`src/rtl/ps2_arrow_tx_if.sv`:
```
// Key levels, host inhibit and PS/2 line/status signals of the arrow-key transmitter.
// master = key/host side driving the keys, slave = the transmitter itself.
interface ps2_arrow_tx_if;
    logic left;
    logic down;
    logic right;
    logic up;
    logic inhibit;
    logic ps2_clk;
    logic ps2_data;
    logic busy;
    logic seq_done;

    modport master (
        output left, down, right, up, inhibit,
        input  ps2_clk, ps2_data, busy, seq_done
    );

    modport slave (
        input  left, down, right, up, inhibit,
        output ps2_clk, ps2_data, busy, seq_done
    );
endinterface

```
`src/rtl/ps2_arrow_tx.sv`:
```
// PS/2 device-side transmitter: turns arrow-key level changes into set-2 extended
// make (E0 xx) / break (E0 F0 xx) frames on ps2_clk/ps2_data.
//
// state    | meaning
// IDLE     | lines high, waiting for a key that differs from what was reported
// START    | start bit (0) on the line
// DATA     | data bits 0..7, LSB first
// PARITY   | odd parity bit
// STOP     | stop bit (1)
// GAP      | inter-byte idle, GAP_DIV cycles
// GAP_WAIT | gap over, more bytes pending, host is inhibiting
module ps2_arrow_tx #(
    parameter int HALF_DIV = 2500,
    parameter int GAP_DIV  = 5000
) (
    input logic          clk,
    input logic          rst_n,
    ps2_arrow_tx_if.slave bus
);

    localparam int HW = $clog2(HALF_DIV);
    localparam int GW = (GAP_DIV > 1) ? $clog2(GAP_DIV) : 1;
    localparam logic [HW-1:0] HALF_LAST = HW'(HALF_DIV - 1);
    localparam logic [GW-1:0] GAP_LAST  = GW'(GAP_DIV - 1);

    typedef enum logic [2:0] {IDLE, START, DATA, PARITY, STOP, GAP, GAP_WAIT} state_t;

    state_t        state;
    logic [3:0]    reported;
    logic [1:0]    key_sel;
    logic          make;
    logic [1:0]    byte_idx;
    logic [3:0]    bit_idx;
    logic [HW-1:0] half_cnt;
    logic [GW-1:0] gap_cnt;
    logic          clk_q, data_q, busy_q, done_q;

    logic [3:0] keys, diff;
    logic [1:0] pick;
    logic [7:0] code, cur_byte;
    logic       last_byte;
    logic [3:0] nxt_idx;
    logic       nxt_bit;

    assign keys = {bus.up, bus.right, bus.down, bus.left};
    assign diff = keys ^ reported;

    assign bus.ps2_clk  = clk_q;
    assign bus.ps2_data = data_q;
    assign bus.busy     = busy_q;
    assign bus.seq_done = done_q;

    // Lowest index wins when several keys changed.
    always_comb begin
        pick = 2'd0;
        for (int i = 3; i >= 0; i--) begin
            if (diff[i]) pick = 2'(i);
        end
    end

    always_comb begin
        case (key_sel)
            2'd0:    code = 8'h6B;
            2'd1:    code = 8'h72;
            2'd2:    code = 8'h74;
            default: code = 8'h75;
        endcase
        cur_byte = 8'hE0;
        if (byte_idx == 2'd1) cur_byte = make ? code : 8'hF0;
        if (byte_idx == 2'd2) cur_byte = code;
        last_byte = make ? (byte_idx == 2'd1) : (byte_idx == 2'd2);
        nxt_idx = bit_idx + 4'd1;
        case (nxt_idx)
            4'd9:    nxt_bit = ~^cur_byte;
            4'd10:   nxt_bit = 1'b1;
            default: nxt_bit = cur_byte[3'(nxt_idx - 4'd1)];
        endcase
    end

    always_ff @(posedge clk or negedge rst_n) begin
        if (!rst_n) begin
            state    <= IDLE;
            reported <= 4'b0000;
            key_sel  <= 2'd0;
            make     <= 1'b0;
            byte_idx <= 2'd0;
            bit_idx  <= 4'd0;
            half_cnt <= '0;
            gap_cnt  <= '0;
            clk_q    <= 1'b1;
            data_q   <= 1'b1;
            busy_q   <= 1'b0;
            done_q   <= 1'b0;
        end else begin
            done_q <= 1'b0;
            case (state)
                IDLE: begin
                    if (diff != 4'b0000 && !bus.inhibit) begin
                        key_sel  <= pick;
                        make     <= keys[pick];
                        byte_idx <= 2'd0;
                        bit_idx  <= 4'd0;
                        half_cnt <= '0;
                        data_q   <= 1'b0;
                        busy_q   <= 1'b1;
                        state    <= START;
                    end
                end
                START, DATA, PARITY, STOP: begin
                    if (half_cnt == HALF_LAST) begin
                        half_cnt <= '0;
                        if (clk_q) begin
                            clk_q <= 1'b0;
                        end else begin
                            // Rising ps2_clk is the only moment the data line may move.
                            clk_q <= 1'b1;
                            if (state == STOP) begin
                                bit_idx <= 4'd0;
                                data_q  <= 1'b1;
                                gap_cnt <= '0;
                                state   <= GAP;
                            end else begin
                                bit_idx <= nxt_idx;
                                data_q  <= nxt_bit;
                                state   <= (nxt_idx == 4'd9)  ? PARITY :
                                           (nxt_idx == 4'd10) ? STOP : DATA;
                            end
                        end
                    end else begin
                        half_cnt <= half_cnt + 1'b1;
                    end
                end
                GAP: begin
                    if (gap_cnt == GAP_LAST) begin
                        gap_cnt <= '0;
                        if (last_byte) begin
                            reported[key_sel] <= make;
                            byte_idx          <= 2'd0;
                            done_q            <= 1'b1;
                            busy_q            <= 1'b0;
                            state             <= IDLE;
                        end else begin
                            byte_idx <= byte_idx + 2'd1;
                            if (!bus.inhibit) begin
                                data_q <= 1'b0;
                                state  <= START;
                            end else begin
                                state <= GAP_WAIT;
                            end
                        end
                    end else begin
                        gap_cnt <= gap_cnt + 1'b1;
                    end
                end
                GAP_WAIT: begin
                    if (!bus.inhibit) begin
                        half_cnt <= '0;
                        data_q   <= 1'b0;
                        state    <= START;
                    end
                end
                default: state <= IDLE;
            endcase
        end
    end

endmodule
```
`src/flat_wrapper.sv`:
```
// flat-port wrapper written by rule: the top's interface ports become plain ports
module ps2_arrow_tx_flat 
#(
    parameter int HALF_DIV = 2500,
    parameter int GAP_DIV  = 5000
)
  (clk, rst_n, bus_left, bus_down, bus_right, bus_up, bus_inhibit, bus_ps2_clk, bus_ps2_data, bus_busy, bus_seq_done);
  ps2_arrow_tx_if bus_i ();
  input logic clk;
  input logic rst_n;
  input wire logic [$bits(bus_i.left)-1:0] bus_left;
  input wire logic [$bits(bus_i.down)-1:0] bus_down;
  input wire logic [$bits(bus_i.right)-1:0] bus_right;
  input wire logic [$bits(bus_i.up)-1:0] bus_up;
  input wire logic [$bits(bus_i.inhibit)-1:0] bus_inhibit;
  output wire logic [$bits(bus_i.ps2_clk)-1:0] bus_ps2_clk;
  output wire logic [$bits(bus_i.ps2_data)-1:0] bus_ps2_data;
  output wire logic [$bits(bus_i.busy)-1:0] bus_busy;
  output wire logic [$bits(bus_i.seq_done)-1:0] bus_seq_done;
  assign bus_i.left = bus_left;
  assign bus_i.down = bus_down;
  assign bus_i.right = bus_right;
  assign bus_i.up = bus_up;
  assign bus_i.inhibit = bus_inhibit;
  assign bus_ps2_clk = bus_i.ps2_clk;
  assign bus_ps2_data = bus_i.ps2_data;
  assign bus_busy = bus_i.busy;
  assign bus_seq_done = bus_i.seq_done;
  ps2_arrow_tx #(.HALF_DIV(HALF_DIV), .GAP_DIV(GAP_DIV)) u_core (.clk(clk), .rst_n(rst_n), .bus(bus_i));
endmodule
```
`config.mk`:
```
export PLATFORM = sky130hd
export DESIGN_NAME = ps2_arrow_tx_flat
export DESIGN_NICKNAME = d
export VERILOG_FILES = /design/src/rtl/ps2_arrow_tx_if.sv /design/src/rtl/ps2_arrow_tx.sv /design/src/flat_wrapper.sv
export SDC_FILE = /design/constraint.sdc
export NUM_CORES = 1
export LEC_CHECK = 0
export CAP_MARGIN = 10
export CORE_MARGIN = 5
export CORE_UTILIZATION = 40
export CTS_CLUSTER_DIAMETER = 50
export DETAILED_ROUTE_END_ITERATION = 8
export PLACE_DENSITY = 0.58
export SLEW_MARGIN = 0
export SYNTH_ARGS = -nofsm -noshare
export SYNTH_HDL_FRONTEND = slang
export SYNTH_SLANG_ARGS = --single-unit
export TNS_END_PERCENT = 20
```
`constraint.sdc`:
```
create_clock -name clk -period 5.86 [get_ports clk]
set_input_delay 0.586 -clock clk [delete_from_list [all_inputs] [get_ports clk]]
set_output_delay 0.586 -clock clk [all_outputs]
set_load 0.005 [all_outputs]
```
; Word-level counts from Yosys, hierarchy flattened
; Cells that the tools add are included.
[totals]
register_bits = 45
out_inout_bits = 4
[classes]
add_sub_neg = 5
n_lt_le_gt_ge = 4
eq_ne = 22
mux = 62
bitwise_logic = 1
n_reduce_logical = 23
[op_table]
columns = cell, n
row1 = 13-bit 2-to-1 mux, 4
row2 = 12-bit 2-to-1 mux, 3
row3 = 12-bit one-hot mux with 3 select lines, 1
row4 = 3-bit 2-to-1 mux, 10
row5 = 13-bit one-hot mux with 2 select lines, 1
row6 = 8-bit 2-to-1 mux, 3
row7 = 1-bit 2-to-1 mux, 18
row8 = 4-bit 2-to-1 mux, 4
row9 = 5-bit one-hot mux with 3 select lines, 1
row10 = 2-bit 2-to-1 mux, 7
row11 = "13-bit by 1-bit adder with 13-bit output, second input constant", 1
row12 = "13-bit == test, second input constant", 1
row13 = "12-bit by 1-bit adder with 12-bit output, second input constant", 1
row14 = "12-bit == test, second input constant", 1
row15 = 3-bit one-hot mux with 4 select lines, 1
row16 = 4-bit AND reduction, 3
row17 = "2-bit by 1-bit inequality test with 1-bit output, second input constant", 5
row18 = "3-bit == test, second input constant", 3
row19 = 3-bit AND reduction, 3
row20 = "4-bit == test, second input constant", 2
row21 = 4-bit one-hot mux with 2 select lines, 1
row22 = 4-bit nonzero test, 2
row23 = 8-bit XNOR reduction, 1
row24 = "3-bit by 2-bit == test with 1-bit output, second input constant", 2
row25 = 28 further kinds, 38

; Depth between registers and ports, before layout
; Gate-level depths: netlist of the first run.
[logic_depth]
word_depth = 12
ltp_mapped = 8

; Worst setup path after synthesis of the first run
; Ideal clock, no wire load.
[synth_timing]
path_type = reg2reg
startpoint = reg u_core.half_cnt[0]
endpoint = reg u_core.gap_cnt[8]
setup_ns = 0.129
t_arrival_ns = 2.080
t_required_ns = 5.731
path_slack_ns = 3.651
stages_incl_launch_ff = 9
path_buffers = 2
period_less_slack_ns = 2.209
path_cell_list = dfrtp_1 -> ha_1 -> or4b_1 -> o41a_1 -> buf_6 -> or2_0 -> buf_6 -> o21ai_0 -> o41ai_1
[synth_between]
elab_chain_cells = 3
[synth_lines]
columns = element, line
row1 = "start, declared", ps2_arrow_tx.sv:34  ; logic [HW-1:0] half_cnt;
row2 = "start signal, assigned", ps2_arrow_tx.sv:130  ; half_cnt <= half_cnt + 1'b1;
row3 = 12-bit == test, ps2_arrow_tx.sv:110  ; if (half_cnt == HALF_LAST) begin
row4 = 2-bit by 1-bit inequality test with 1-bit output (no line), -
row5 = 4-bit AND reduction (no line), -
row6 = "end signal, assigned", ps2_arrow_tx.sv:152  ; gap_cnt <= gap_cnt + 1'b1;
row7 = "end, declared", ps2_arrow_tx.sv:35  ; logic [GW-1:0] gap_cnt;
; Every way passes these cells.
; A chain may end at the register's enable or synchronous reset.

; Final worst setup path of the first run
[layout_timing]
startpoint = in bus_inhibit
endpoint = reg u_core.half_cnt[11]
[layout_between]
elab_chain_cells = 4
elab_cells_between_ends = 5
classes_between = 2 x eq/ne / 3 x reduce/logical
[layout_lines]
columns = element, line
row1 = "start, declared", flat_wrapper.sv:15  ; input wire logic [$bits(bus_i.inhibit)-1:0] bus_inhibit;
row2 = 1-bit logical NOT, ps2_arrow_tx.sv:98  ; if (diff != 4'b0000 && !bus.inhibit) begin
row3 = 1-bit logical AND, ps2_arrow_tx.sv:98
row4 = 2-bit by 1-bit inequality test with 1-bit output (no line), -
row5 = 3-bit AND reduction (no line) (*), -
; Every way passes the cells marked *; elsewhere a longest branch is shown, timed or not.

==> metrics.md, run 1 <==
| Metric | Value |
|---|---|
| Outcome | `finished, final reports clean` |
| Final global-route overflow total | `0` |
| Clock insertion delay at the later pin of the skew report | `0.30 ns` |
| Endpoint type of the worst setup path | `flip-flop` |
| Bufs on Longest Clock Path | `2` |
| Unrepaired setup endpoints after global routing | `false` |
| Layout area overhead | `8.013%` |
| Clock Tree Root | `clkbuf_8` |
| Number of buffers added on ports | `10` |
| Global-route wire length before repair | `approximately 11000 microns` |
| Die span in y | `97.47 microns` |
| Endpoints failing setup | `0` |
| Clock transition at the registers of the reported paths | `about 0.090 ns` |
| Number of design rule violations left after detail routing | `0` |
| Total iterations of the first detailed-routing run | `4` |
| Post-Synthesis Net Count | `around 350` |
| Number of buffers created by CTS | `5` |
| Via count of the first global-routing pass | `2354` |
| Finished Core Util | `0.4486` |
| Setup skew after layout | `0.01084 ns` |
| Slowest library cell on the worst path | `clkdlybuf4s50_1` |
| Accumulated negative setup slack | `0 ns` |
| Number of enable flip-flop cells after synthesis | `0` |
| Worst hold path type | `in2async` |
| Detailed-route wire length per cell | `between 10 and 15 microns` |
| Sink count of the clock tree | `45` |
| Period utilisation layout | `0.4398` |
| Warnings from Yosys | `0` |
| Least-Margin Pin Slew | `1.036 ns` |
| Arr. time, crit path | `~2.8 ns` |
| DRC violation total after the first TritonRoute iteration | `60` |
| Kind of launch point of the worst setup path | `primary input` |
| Highest Clock Rate | `around 0.39 GHz` |
| Die Outline Area | `about 9500 sq um` |
| Share of cells above drive strength 1 | `0.09792` |
| Worst-path cell chain | `clkdlybuf4s50_1 > a21o_1 > a21boi_0 > o2111ai_1 > or4_1 > a21oi_1` |
| Required time of the worst setup path | `between 6 and 7 ns` |
| Commonest register cell after synthesis | `dfrtp_1` |
| Storage element area | `approximately 1100 sq um` |
| Avg Cell Area, Syn | `about 9.3 sq um` |
| Sequential fraction of the synthesis area | `0.3688` |
| Most common library cell in the layout ignoring fill and taps | `dfrtp_1` |
| Diodes inserted | `0` |
| Sum of buffers and inverters on the critical path | `1` |
| Mapped Cells | `330` |
| Post-CTS Resized | `0` |
| GRT Overall Usage | `0.1386` |
| Minimum period implied by the final worst setup slack | `around 2.6 ns` |
| Delay-heaviest family, CP | `compound AO/OA/AOI/OAI gates` |
| Worst IR Drop VDD | `0.1062 mV` |
| Most frequent cells in the layout | `dfrtp_1, nor2_1, nand2_1` |
| Post-synth top area share | `0.3516` |
| Synthesized cell area | `between 3000 and 4000 sq um` |
| Via density per instance | `between 5 and 6` |
| Number of nets in the finished design | `357` |
| Std-Cell Rows | `31` |
| Maximum number of pins on one net before global-route repair | `between 40 and 50` |
| Power density over the cells | `~160 nW/um^2` |
| LEAKAGE | `1.349 nW` |
| Number of flip-flops and latches in the synthesized netlist | `45` |
| Initial Utilization | `0.4153` |
| Worst-case headroom to the max-slew limit | `0.3092` |
| Final weighted congestion of routability-driven global placement | `approximately 0.8` |
| Fraction of registers with async set or reset after synthesis | `1.000` |
| Post-CTS Setup Repair Bufs | `0` |
| Crit path kind | `in2reg` |
| Hold buffer count at cts | `0` |
| H-Tree Level Count | `2` |
| Cell taking the most area after synthesis | `dfrtp_1` |
| Residual antenna-violating net count after detailed routing | `0` |
| Total wire length | `just over 6000 microns` |
| Boundary Pins | `11` |
| Die width | `approximately 97 microns` |
| Delay contributed by the slowest stage of the critical path | `0.52 ns` |
| Detail Placement HPWL | `approximately 4600 microns` |
| Vias | `around 2400` |
| Pins over their slew limit | `0` |
| Cell types with the largest area share after synthesis | `dfrtp_1, ha_1, xnor2_1, nor2_1, nand2_1` |
| Number of max-cap violations | `0` |
| Clock tree from TritonCTS | `built` |
| Highest fanout seen on the critical path | `9` |
| Area taken by multi-input logic gates | `about 1800 sq um` |
| Number of antenna violations at the first check in global routing | `0` |
| Hold violation total from the final report | `0` |
| Number of fill cells in the layout | `roughly 730` |
| Number of distinct standard cells referenced by the synthesized netlist | `64` |
| Core outline area | `7370 sq um` |
==> layer usage <==
metal	vias to the layer above	GRT usage	routed length [microns]
met5	-	0	0
met1	1145	0.1985	3214
met2	15	0.2119	2809
li1	1222	-	-
met4	0	0.04260	74
met3	6	0.02513	120
==> final cells by class <==
cell class	count	share of cell area
clock buffer	5	0.02082
sequential	45	0.3414
timing repair buffer	10	0.02877
multi-input combinational	257	0.5458
tap	99	0.03747
inverter	17	0.01930
clock inverter	3	0.006435
==> through the flow <==
| step | total power [mW] | instances | worst slack, ns | hold WS [ns] | cell area [sq um] |
|---|---|---|---|---|---|
| 2_1_floorplan | 0.3298 | 330 | 3.651 | 0.2904 | 3060 |
| 3_3_place_gp | 0.3426 | 428 | 3.061 | 0.5051 | 3216 |
| 3_5_place_dp | 0.3430 | 428 | 2.988 | 0.5047 | 3216 |
| 4_1_cts | 0.5433 | 436 | 3.296 | 0.5003 | 3306 |
| 5_1_grt | 0.5600 | 436 | 3.075 | 0.5503 | 3306 |
| 6_report | 0.5340 | 436 | 3.283 | 0.4578 | 3306 |
==> synthesized netlist by cell type (all sizes together), types with 3 or more instances <==
library cell   n
o41ai          4
nor3           4
nand3         10
mux2i          5
a21oi         14
nand2b         6
a31oi          5
mux2           7
o31ai          4
and3           5
xor2           7
xnor2         16
nor2          31
nand2         28
dfrtp         43
ha            14
inv           17
o21ai         24
clkbuf         7
nor4          10
and2           3
o2111ai        3
nor4b          3
or3           12
buf            4
==> path summary, 6_finish.rpt <==
check,from,end,slack [ns],depth (start not counted)
max,bus_inhibit,u_core.half_cnt[11],3.28,6
min,rst_n,u_core.reported[2],0.46,1
max reg2reg,u_core.half_cnt[0],u_core.gap_cnt[8],3.28,6
min reg2reg,u_core.gap_cnt[2],u_core.gap_cnt[2],0.52,1
max in group asynchronous,rst_n,u_core.half_cnt[0],4.76,1
min in group clk,u_core.gap_cnt[2],u_core.gap_cnt[2],0.52,1
==> state kept, by name, summed over array words and instances (netlist names) <==
register / cells
u_core.bit_idx: 4
u_core.bus.busy: 1
u_core.bus.ps2_clk: 1
u_core.bus.ps2_data: 1
u_core.bus.seq_done: 1
u_core.byte_idx: 2
u_core.gap_cnt: 13
u_core.half_cnt: 12
u_core.key_sel: 2
u_core.make: 1
u_core.reported: 4
u_core.state: 3
==> kinds of logic (layout without fill, tap and decap cells) <==
| logic type | count (synthesis) | in the layout | synth area share |
|---|---|---|---|
| AO/OA/AOI/OAI | 79 | 79 | 0.1783 |
| XOR/XNOR | 23 | 23 | 0.06582 |
| adder cells (fa/ha/maj) | 14 | 14 | 0.05724 |
| buffers and inverters | 28 | 35 | 0.04170 |
| flip-flops | 45 | 45 | 0.3688 |
| multiplexers | 12 | 12 | 0.04211 |
| AND/OR/NAND/NOR | 129 | 129 | 0.2461 |
==> power by group <==
group	total [mW]	switching (mW)	internal, mW
Clock	0.198	0.113	0.0848
Sequential	0.312	0.00154	0.311
Combinational	0.0240	0.0156	0.00849
Note: power is estimated with default switching activity, not from simulation.
==> run 2: changes to the inputs <==
==> constraint.sdc (replaced) <==
create_clock -name clk -period 2.45 [get_ports clk]
set_input_delay 0.245 -clock clk [delete_from_list [all_inputs] [get_ports clk]]
set_output_delay 0.245 -clock clk [all_outputs]
set_load 0.005 [all_outputs]
==> run 2 against run 1 <==
Against the previous run: non-clock buffer count grew 12; worst setup slack lost 3.1 ns; total power grew 140%; critical path depth grew 1; sequential power grew 140%; sequential cell count is the same; final area grew 2.8%; core utilization grew 1.3 points; largest cell class unchanged; largest power group unchanged.
==> metrics.md, run 2 (same netlist as run 1, synthesis figures left out) <==
| Metric | Value |
|---|---|
| Total wire length | `6515 microns` |
| Worst hold path type | `in2async` |
| H-Tree Level Count | `2` |
| Endpoints failing setup | `0` |
| Sum of buffers and inverters on the critical path | `1` |
| Core outline area | `7370 sq um` |
| Fraction of met3 tracks used by global routing | `0.02369` |
| DRC violation total after the first TritonRoute iteration | `102` |
| Detailed-route wire length per cell | `14.54 microns` |
| Highest Clock Rate | `between 0.4 and 0.5 GHz` |
| Arr. time, crit path | `2.50 ns` |
| Area taken by multi-input logic gates | `1804 sq um` |
| Number of antenna violations at the first check in global routing | `0` |
| Via count of the first global-routing pass | `2290` |
| Number of buffers created by CTS | `5` |
| Power density over the cells | `approximately 380 nW/um^2` |
| Period utilisation layout | `0.9445` |
| Number of design rule violations left after detail routing | `0` |
| Via density per instance | `around 5.5` |
| Highest fanout seen on the critical path | `6` |
| Pins over their slew limit | `0` |
| Critical register-to-register path startpoint | `u_core.half_cnt[0]` |
| Initial Utilization | `0.4153` |
| Sink count of the clock tree | `45` |
| Share of cells above drive strength 1 | `0.1261` |
| Met1 demand-to-capacity share in global routing | `0.2022` |
| Layer carrying the most global-route usage | `met2` |
| Clock transition at the registers of the reported paths | `about 0.090 ns` |
| Residual antenna-violating net count after detailed routing | `0` |
| Final global-route overflow total | `0` |
| Clock insertion delay at the later pin of the skew report | `about 0.3 ns` |
| Die Outline Area | `9500 sq um` |
| Total iterations of the first detailed-routing run | `4` |
| Unrepaired setup endpoints after global routing | `false` |
| Storage element area | `approximately 1100 sq um` |
| GRT Overall Usage | `0.1413` |
| Setup skew after layout | `about 0.0090 ns` |
| Kind of launch point of the worst setup path | `flip-flop` |
| Setup slack of the worst register-to-register path | `~0.14 ns` |
| Most common library cell in the layout ignoring fill and taps | `dfrtp_1` |
| Outcome | `finished, final reports clean` |
| Accumulated negative setup slack | `0 ns` |
| Largest register by flop count | `u_core.gap_cnt` |
| Hold violation total from the final report | `0` |
| Number of cell instances on the worst register-to-register path | `7` |
| Die width | `about 100 microns` |
| Clock Tree Root | `clkbuf_8` |
| Std-Cell Rows | `31` |
| Most frequent cells in the layout | `dfrtp_1, nor2_1, nand2_1` |
| Boundary Pins | `11` |
| Worst-path cell chain | `ha_1 > buf_4 > or4b_1 > nor4_1 > o21ai_1 > nor2_1 > mux2_2` |
| Vias | `approximately 2500` |
| Number of fill cells in the layout | `716` |
| Clock tree from TritonCTS | `built` |
| Hold buffer count at cts | `1` |
| LEAKAGE | `between 1 and 1.5 nW` |
| Number of buffers added on ports | `10` |
| Worst-case headroom to the max-slew limit | `0.5667` |
| Minimum period implied by the final worst setup slack | `roughly 2.3 ns` |
| Biggest regs | `u_core.gap_cnt: 13 flops, u_core.half_cnt: 12 flops` |
| Final weighted congestion of routability-driven global placement | `approximately 0.8` |
| Post-CTS Resized | `0` |
| Number of nets in the finished design | `369` |
| Final Power | `around 1.3 mW` |
| Delay-heaviest family, CP | `simple AND/OR/NAND/NOR gates` |
| Endpoint type of the worst setup path | `flip-flop` |
| Die span in y | `a little under 100 microns` |
| Routing usage on met2 | `0.2219` |
| Worst IR Drop VDD | `0.2135 mV` |
| Number of max-cap violations | `0` |
| Endpoint of the most critical register-to-register path | `u_core.state[0]` |
| Slowest library cell on the worst path | `or4b_1` |
| Maximum number of pins on one net before global-route repair | `33` |
| Crit path kind | `reg2reg` |
| Global-route wire length before repair | `~11000 microns` |
| Post-CTS Setup Repair Bufs | `0` |
| Detail Placement HPWL | `between 4000 and 5000 microns` |
| Least-Margin Pin Slew | `about 0.65 ns` |
| Number of flip-flops in the largest register | `13` |
| Delay contributed by the slowest stage of the critical path | `roughly 0.43 ns` |
| Bufs on Longest Clock Path | `2` |
| Layout area overhead | `11.08%` |
| Required time of the worst setup path | `2.64 ns` |
| Diodes inserted | `0` |
-- run 2: power breakdown --
group | switching, mW | internal [mW] | total, mW
clock network | 0.277 | 0.200 | 0.477
registers | 0.00237 | 0.743 | 0.746
logic | 0.0397 | 0.0261 | 0.0658
total | 0.319 | 0.970 | 1.29
-- run 2: final cells by class --
class                   instances  share of cell area
multi-input cells             257              0.5307
flip-flops and latches         45              0.3320
repair buffers                 22             0.05521
well taps                      99             0.03644
clock buffers                   5             0.02024
inverters                      17             0.01877
clock inverters                 3            0.006625
-- run 2: per-layer routing --
layer	vias to the layer above	wire length (microns)
met1	1199	3330
met3	5	104
met2	14	3013
met4	0	67
met5	-	0
li1	1242	-
-- run 2: how the worst max path moves through the flow --
stage          depth (start not counted)                   to  slack (ns)               start
2_1_floorplan                          8    u_core.gap_cnt[8]        0.24  u_core.half_cnt[0]
3_3_place_gp                           6  u_core.half_cnt[11]        0.14         bus_inhibit
3_5_place_dp                           6  u_core.half_cnt[11]        0.11         bus_inhibit
4_1_cts                                7      u_core.state[0]        0.14  u_core.half_cnt[0]
5_1_grt                                7      u_core.state[0]       0.006  u_core.half_cnt[0]
6_report                               7      u_core.state[0]        0.14  u_core.half_cnt[0]
-- run 2: per-stage QoR --
step	setup slack (ns)	std cells	cell area, sq um	hold slack, ns	utilization
CTS	0.1371	448	3400	0.3767	0.4613
global placement	0.1390	439	3298	0.1644	0.4475
floorplan	0.2405	330	3060	-0.05059	-
detailed placement	0.1091	439	3298	0.1686	0.4475
global route	0.005912	448	3400	0.4192	0.4613
finish	0.1360	448	3400	0.3722	0.4613
-- run 2: worst reg2reg max path, stage by stage (launching register included) --
cell and delay, ns:
dfrtp_1 0.39, ha_1 0.17, buf_4 0.14, or4b_1 0.43
nor4_1 0.27, o21ai_1 0.21, nor2_1 0.24, mux2_2 0.36
